===== config.mk =====
export PLATFORM = sky130hd
export DESIGN_NAME = add_sequencer
export DESIGN_NICKNAME = d
export VERILOG_FILES = /design/src/rtl/fastAdder.sv /design/src/rtl/add_sequencer.sv
export SDC_FILE = /design/constraint.sdc
export NUM_CORES = 1
export LEC_CHECK = 0
export CAP_MARGIN = 40
export CORE_ASPECT_RATIO = 2
export CORE_MARGIN = 2
export CORE_UTILIZATION = 57
export CTS_CLUSTER_DIAMETER = 80
export DETAILED_ROUTE_END_ITERATION = 12
export PLACE_DENSITY = 0.86
export SLEW_MARGIN = 20
export SYNTH_ARGS = -nofsm -noshare
export SYNTH_HDL_FRONTEND = slang
export SYNTH_SLANG_ARGS = --single-unit

===== constraint.sdc =====
create_clock -name clk -period 17.7 [get_ports clk]
set_input_delay 3.54 -clock clk [delete_from_list [all_inputs] [get_ports clk]]
set_output_delay 3.54 -clock clk [all_outputs]
set_load 0.005 [all_outputs]

===== src/rtl/fastAdder.sv =====
// rtl/fastAdder.sv - L-bit carry-select adder: ripple lower L-M bits, speculate the upper M bits
module fastAdder #(
  parameter int L = 16,
  parameter int M = 8
) (
  input  logic [L-1:0] a,
  input  logic [L-1:0] b,
  input  logic         cin,
  output logic [L-1:0] sum,
  output logic         cout
);

  localparam int LO = L - M;

  logic [LO:0] lo_sum;
  logic [M:0]  hi_sum0;
  logic [M:0]  hi_sum1;

  assign lo_sum  = {1'b0, a[LO-1:0]} + {1'b0, b[LO-1:0]} + {{LO{1'b0}}, cin};
  // Both upper-segment results are formed in parallel; the lower carry only picks one.
  assign hi_sum0 = {1'b0, a[L-1:LO]} + {1'b0, b[L-1:LO]};
  assign hi_sum1 = {1'b0, a[L-1:LO]} + {1'b0, b[L-1:LO]} + {{M{1'b0}}, 1'b1};

  assign sum  = {(lo_sum[LO] ? hi_sum1[M-1:0] : hi_sum0[M-1:0]), lo_sum[LO-1:0]};
  assign cout = lo_sum[LO] ? hi_sum1[M] : hi_sum0[M];

endmodule


===== src/rtl/add_sequencer.sv =====
// rtl/add_sequencer.sv - multi-precision add/subtract, one limb per cycle through a shared fastAdder
module add_sequencer #(
  parameter int L     = 16,
  parameter int M     = 8,
  parameter int NLIMB = 4
) (
  input  logic               clk,
  input  logic               rst,
  input  logic               start_valid,
  output logic               start_ready,
  input  logic [NLIMB*L-1:0] a,
  input  logic [NLIMB*L-1:0] b,
  input  logic               cin,
  input  logic               sub,
  output logic               res_valid,
  input  logic               res_ready,
  output logic [NLIMB*L-1:0] sum,
  output logic               cout,
  output logic               ovf
);

  localparam int IW = (NLIMB > 1) ? $clog2(NLIMB) : 1;
  localparam logic [IW-1:0] LAST = IW'(NLIMB - 1);

  localparam logic [1:0] IDLE = 2'd0;
  localparam logic [1:0] RUN  = 2'd1;
  localparam logic [1:0] DONE = 2'd2;

  logic [1:0]                state;
  logic [IW-1:0]             idx;
  logic                      carry_q;
  logic [NLIMB-1:0][L-1:0]   a_q;
  logic [NLIMB-1:0][L-1:0]   b_q;
  logic [NLIMB-1:0][L-1:0]   w_q;
  logic [L-1:0]              add_sum;
  logic                      add_cout;

  fastAdder #(.L(L), .M(M)) u_adder (
    .a    (a_q[idx]),
    .b    (b_q[idx]),
    .cin  (carry_q),
    .sum  (add_sum),
    .cout (add_cout)
  );

  // Ready is forced low while reset is held even though the FSM already sits in IDLE.
  assign start_ready = (state == IDLE) && !rst;

  always_ff @(posedge clk or posedge rst) begin
    if (rst) begin
      state     <= IDLE;
      idx       <= '0;
      carry_q   <= 1'b0;
      a_q       <= '0;
      b_q       <= '0;
      w_q       <= '0;
      sum       <= '0;
      cout      <= 1'b0;
      ovf       <= 1'b0;
      res_valid <= 1'b0;
    end else begin
      case (state)
        IDLE: begin
          if (start_valid) begin
            a_q     <= a;
            b_q     <= sub ? ~b : b;
            carry_q <= sub | cin;
            idx     <= '0;
            state   <= RUN;
          end
        end
        RUN: begin
          w_q[idx] <= add_sum;
          carry_q  <= add_cout;
          if (idx == LAST) begin
            sum       <= {add_sum, w_q[NLIMB-2:0]};
            cout      <= add_cout;
            // Carry into the MSB is a^b^sum at that bit; XOR with carry out gives overflow.
            ovf       <= a_q[NLIMB-1][L-1] ^ b_q[NLIMB-1][L-1] ^ add_sum[L-1] ^ add_cout;
            res_valid <= 1'b1;
            state     <= DONE;
          end else begin
            idx <= idx + 1'b1;
          end
        end
        DONE: begin
          if (res_ready) begin
            res_valid <= 1'b0;
            state     <= IDLE;
          end
        end
        default: state <= IDLE;
      endcase
    end
  end

endmodule


==> summary.md, run 1 <==
| Metric | Value |
|---|---|
| Row count | `72` |
| Starting Density | `57.90%` |
| Gr usage total | `25.68%` |
| Filler instances | `1288` |
| CTS tree | `yes` |
| Post-synth top flop | `dfrtp_1` |
| # H-tree levels | `1` |
| Die width | `103.0 um` |
| Die area | `20790 um2` |
| Resize count post-CTS | `0` |
| Post-DR wirelength/cell | `18.52 um` |
| IR Drop Worst-Case VDD | `131.2 uV` |
| Slew @ Worst Pin | `0.7463 ns` |
| Reg area | `6208 um2` |
| First DRT Iteration DRCs | `202` |
| Core area | `19280 um2` |
| Die Y-Extent | `201.9 um` |
| Post-synth EDFFs | `0` |
| Clock Latency Late Sink | `0.50 ns` |
| Post-synth top area cell | `dfrtp_1` |
| R2r setup slk | `13.09 ns` |
| Clock Tree Root | `clkbuf_16` |
| Post-synth top area share | `55.60%` |
| CP max stage delay | `0.53 ns` |
| Largest net degree at the start of global routing | `113` |
| Crit path arrival time | `4.75 ns` |
| Ys Warns | `0` |
| Vias in the first global route | `8131` |
| Mapped Nets | `1071` |
| Final WS setup | `9.414 ns` |
| # port buffers | `201` |
| Drt pass-1 iters | `6` |
| Crit end category | `output pin` |
| First-pass GRT wire length | `41340 um` |
| Critical path fanouts, max | `2` |
| Slowest CP cell | `clkdlybuf4s50_1` |
| FFs w/ async S/R, synth | `100.0%` |
| Hold Crit Depth | `2` |
| Hold Crit Class | `flop to flop` |
| Mean post-synth cell area | `12.21 um2` |
| Synth cell count leaders | `248 x dfrtp_1, 113 x mux2_2, 79 x nor2_1` |
| Antenna Nets Post-Route | `0` |
| Layout Utilization | `73.93%` |
| Min Tclk post-route | `8.286 ns` |
| Outcome | `finished, final reports clean` |
| Antenna diode count | `0` |
| Worst setup SP type | `input pin` |
| Pre-CTS WS | `9.403 ns` |
| CTS Hold Bufs | `0` |
| Ports | `202` |
| Hold Vio Cnt, Final | `0` |
| Max Fclk | `0.1207 GHz` |
| Fin nets | `1254` |
| Share of layout cells above drive strength 1 | `18.23%` |
| Clk sinks | `248` |
| Clock Pin Slew Worst Setup and Hold Paths | `0.06 ns` |
| Via Count | `7496` |
| Crit path cell chain | `clkdlybuf4s50_1 -> nor3_1 -> clkdlybuf4s50_1` |
| Final GP Congestion | `0.7986` |
| Overall power | `0.003284 W` |
| Setup violators final | `0` |
| GR Overflow Total | `0` |
| Largest cells by area after synthesis | `dfrtp_1 56%, mux2_2 11%, mux4_2 6.5%` |
| Crit path top cell by count | `clkdlybuf4s50_1` |
| RSZ-0062 raised after global routing | `no` |
| Worst Path Required | `14.16 ns` |
| Multi-input gate area | `4702 um2` |
| Cts bufs inserted | `22` |
| Area Overhead vs Synth | `27.69%` |
| Synthesized area | `11160 um2` |
| Final Slew Violations | `0` |
| Post-synthesis cell count | `914` |
| Final wirelength | `25320 um` |
| Total Neg Setup Slack | `0 ns` |
| Setup Skew | `0.009492 ns` |
| #FFs+latches synth | `248` |
| WS Path Type | `input pin to output pin` |
| Postcts setup bufs | `0` |
| Antenna violations before repair | `0` |
| CTS Buffer Depth | `3` |
| Cell Pwr Density | `230.4 nW/um2` |
| Max_slew headroom | `50.24%` |
| Distinct cells, synth | `41` |
| Worst r2r path cells | `13` |
| Placed wire-length estimate | `18260 um` |
| Final worst-path cycle share | `46.82%` |
| Leakage | `5.972 nW` |
| Max-cap violations | `0` |
| DRC | `0` |
| Sequential cell area fraction in the yosys report | `55.60%` |
| Vias per Instance | `5.484` |
| Count leader, synth | `dfrtp_1` |
==> flip-flops by register name, summed over array words and instances (netlist names) <==
signal	flops
res_valid	1
b_q	64
cout	1
idx	2
carry_q	1
state	2
a_q	64
w_q	48
sum	64
ovf	1
==> worst max-delay path, delay by kind of cell <==
kind / cells / cell delay [ns]
buffers and inverters: 2 / 1.04
and+or+nand+nor: 1 / 0.17
==> report_power, final <==
group | switching, W | internal [W]
clock | 0.000200 | 0.000292
sequential | 0.000150 | 0.000852
combinational | 0.000983 | 0.000808
==> final timing paths <==
check                      startpoint           to
min reg2reg                    w_q[8]       w_q[8]
min in group asynchronous         rst       a_q[0]
max in group asynchronous         rst      a_q[55]
max                               rst  start_ready
min                            w_q[8]       w_q[8]
max reg2reg                    idx[0]          ovf
==> area by class of cell <==
type | count | share of cell area, %
flip-flops and latches | 248 | 43.56
multi-input cells | 595 | 32.99
repair buffers | 215 | 15.59
clock buffers | 30 | 4.433
well taps | 259 | 2.274
clock inverters | 5 | 0.7023
inverters | 15 | 0.4477
==> stage by stage <==
step / hold slack [ns] / instances / area [um2]
finish: 0.4733 / 1367 / 14250
global route: 0.4971 / 1367 / 14250
CTS: 0.4810 / 1366 / 14220
detailed placement: 0.4672 / 1331 / 13490
global placement: 0.4571 / 1324 / 13350
floorplan: 0.4446 / 914 / 11160
==> cells by family after synthesis <==
group | synth area share (%)
DFF | 55.60
and+or+nand+nor | 6.311
AOI/OAI and AO/OA | 8.172
adders and majority gates | 2.780
muxes | 18.13
xor gates and xnor gates | 6.625
buffers and inverters | 2.388
==> cell usage in the layout, fill, tap and decap left out, types with 3 or more instances in the layout <==
master / netlist / final
buf_16: 0 / 3
clkbuf_16: 0 / 23
o21ai_0: 70 / 70
clkbuf_8: 0 / 3
nor3_1: 3 / 3
dfrtp_1: 248 / 246
buf_8: 0 / 3
mux4_2: 32 / 32
nand2_1: 78 / 77
clkdlybuf4s50_1: 0 / 200
inv_1: 15 / 14
xor2_1: 10 / 10
bufinv_16: 0 / 3
o31ai_1: 6 / 6
clkbuf_1: 50 / 4
a21oi_1: 74 / 74
xnor2_1: 70 / 70
o21bai_1: 3 / 3
buf_4: 0 / 7
nor2_1: 79 / 79
ha_1: 20 / 20
mux2i_1: 3 / 3
mux2_2: 113 / 113
nor2b_1: 4 / 4
fa_1: 3 / 3
==> routing by layer <==
layer,vias up,share of wire (%),track usage [%]
met5,-,0,0
met4,0,4.7,10.76
met3,61,3.4,2.524
met2,200,55,46.01
met1,3719,37,30.77
li1,3516,-,-
Power figures use the tool's default switching activity.
==> inputs of run 2 (changes only) <==
--- a/config.mk
+++ b/config.mk
@@ -8,10 +8,10 @@
 export CAP_MARGIN = 40
 export CORE_ASPECT_RATIO = 2
 export CORE_MARGIN = 2
-export CORE_UTILIZATION = 57
+export CORE_UTILIZATION = 53
 export CTS_CLUSTER_DIAMETER = 80
 export DETAILED_ROUTE_END_ITERATION = 12
-export PLACE_DENSITY = 0.86
+export PLACE_DENSITY = 0.81
 export SLEW_MARGIN = 20
 export SYNTH_ARGS = -nofsm -noshare
 export SYNTH_HDL_FRONTEND = slang
==> constraint.sdc (replaced) <==
create_clock -name clk -period 8.2 [get_ports clk]
set_input_delay 1.64 -clock clk [delete_from_list [all_inputs] [get_ports clk]]
set_output_delay 1.64 -clock clk [all_outputs]
set_load 0.005 [all_outputs]
==> summary.md, run 2 (synthesis results as in run 1) <==
| Metric | Value |
|---|---|
| Ports | `202` |
| Die Y-Extent | `209.2 um` |
| Max_slew headroom | `38.54%` |
| Most frequent cells in the layout | `246 x dfrtp_1, 200 x clkdlybuf4s50_1, 113 x mux2_2` |
| Clk sinks | `248` |
| Postcts setup bufs | `0` |
| Area Overhead vs Synth | `27.89%` |
| CTS tree | `yes` |
| Leakage | `5.960 nW` |
| Non-Filler Instances | `1380` |
| Via Count | `7499` |
| DRC | `0` |
| RSZ-0062 raised after global routing | `no` |
| CTS Buffer Depth | `3` |
| Final wirelength | `25090 um` |
| Largest regs | `a_q x64, b_q x64, sum x64` |
| WS Path Type | `input pin to output pin` |
| # port buffers | `201` |
| Core area | `20830 um2` |
| Post-DR wirelength/cell | `18.18 um` |
| Hold Crit Class | `flop to flop` |
| Antenna Nets Post-Route | `0` |
| IR Drop Worst-Case VDD | `243.8 uV` |
| Worst setup SP type | `input pin` |
| Clock Tree Root | `clkbuf_16` |
| CTS Hold Bufs | `0` |
| Final Slew Violations | `0` |
| Busiest layer in global routing | `met2` |
| Setup violators final | `0` |
| First-pass GRT wire length | `40380 um` |
| Largest net degree at the start of global routing | `195` |
| Reg area | `6208 um2` |
| Min Tclk post-route | `4.408 ns` |
| Drt pass-1 iters | `4` |
| Max-cap violations | `0` |
| Met3 GRT Util | `1.996%` |
| Total Neg Setup Slack | `0 ns` |
| Row count | `75` |
| Fin nets | `1252` |
| Final worst-path cycle share | `53.75%` |
| GR Util met1 | `27.16%` |
| Hold Vio Cnt, Final | `0` |
| Filler instances | `1522` |
| Worst Path Required | `6.56 ns` |
| Crit path arrival time | `2.77 ns` |
| Slew @ Worst Pin | `0.9219 ns` |
| Commonest non-fill, non-tap cell in the layout | `dfrtp_1` |
| Crit end category | `output pin` |
| Die width | `106.6 um` |
| # H-tree levels | `1` |
| Max Fclk | `0.2269 GHz` |
| Gr usage total | `23.16%` |
| Met2 usage | `43.42%` |
| First DRT Iteration DRCs | `252` |
| Outcome | `finished, final reports clean` |
| Antenna violations before repair | `0` |
| Antenna diode count | `0` |
| Starting Density | `53.58%` |
| Setup Skew | `0.01421 ns` |
| Multi-input gate area | `4702 um2` |
| Die area | `22310 um2` |
| Placed wire-length estimate | `18220 um` |
| Dpl cells | `1339` |
| Vias per Instance | `5.434` |
| Final GP Congestion | `0.8193` |
| Cts bufs inserted | `22` |
| Clock Pin Slew Worst Setup and Hold Paths | `0.07 ns` |
| Vias in the first global route | `7842` |
| GR Overflow Total | `0` |
| Share of layout cells above drive strength 1 | `18.36%` |
| Resize count post-CTS | `0` |
| Critical path fanouts, max | `2` |
| Clock Latency Late Sink | `0.50 ns` |
| Cell Pwr Density | `493.8 nW/um2` |
## run 2: cell types whose count changed in the layout (fill, tap and decap cells not counted)
cell        change
clkbuf_1        +1
inv_8           -1
clkinv_2        +2
buf_12          +4
bufinv_16       -1
clkinvlp_4      +4
buf_8           -1
buf_16          -1
buf_4           -4
## run 2: final cells by class
| class | count | area share, % |
|---|---|---|
| Inverter | 15 | 0.4207 |
| Sequential cell | 248 | 43.49 |
| Clock inverter | 9 | 0.7187 |
| Multi-Input combinational cell | 595 | 32.94 |
| Tap cell | 269 | 2.358 |
| Clock buffer | 31 | 4.453 |
| Timing Repair Buffer | 213 | 15.62 |
## run 2: power breakdown
group          internal [W]  switching [W]
Clock              0.000606       0.000441
Sequential          0.00184       0.000339
Combinational       0.00174        0.00208
Total               0.00419        0.00286
## run 2: path summary, 6_finish.rpt
kind	start	end	slack [ns]	cells after the start
max	rst	start_ready	3.79	3
min	w_q[36]	w_q[36]	0.48	2
max reg2reg	idx[0]	ovf	3.98	12
min reg2reg	w_q[36]	w_q[36]	0.48	2
max in group asynchronous	rst	w_q[9]	5.40	5
min in group asynchronous	rst	w_q[20]	1.49	2
## run 2: layer usage
metal	wire (um)	part of all wire, %	vias to the layer above
met3	769	3.1	45
met5	0	0	-
li1	-	-	3517
met4	881	3.5	0
met2	14120	56	191
met1	9319	37	3746
## run 2: worst max-delay path, stage by stage
cell             delay (ns)
clkdlybuf4s50_1        0.46
nor3_1                 0.14
clkdlybuf4s50_1        0.52
## run 2: metrics by stage
stage / util (%) / total power, W / hold slack (ns) / setup WS [ns] / cell area (um2)
final: 68.52 / 0.007048 / 0.4757 / 3.792 / 14270
after floorplan: - / 0.004632 / 0.4446 / 3.300 / 11170
after CTS: 68.43 / 0.007120 / 0.4823 / 3.784 / 14250
after global placement: 64.19 / 0.005832 / 0.4563 / 3.794 / 13370
after global routing: 68.52 / 0.007555 / 0.5013 / 3.692 / 14270
after detailed placement: 64.88 / 0.006026 / 0.4676 / 3.785 / 13520
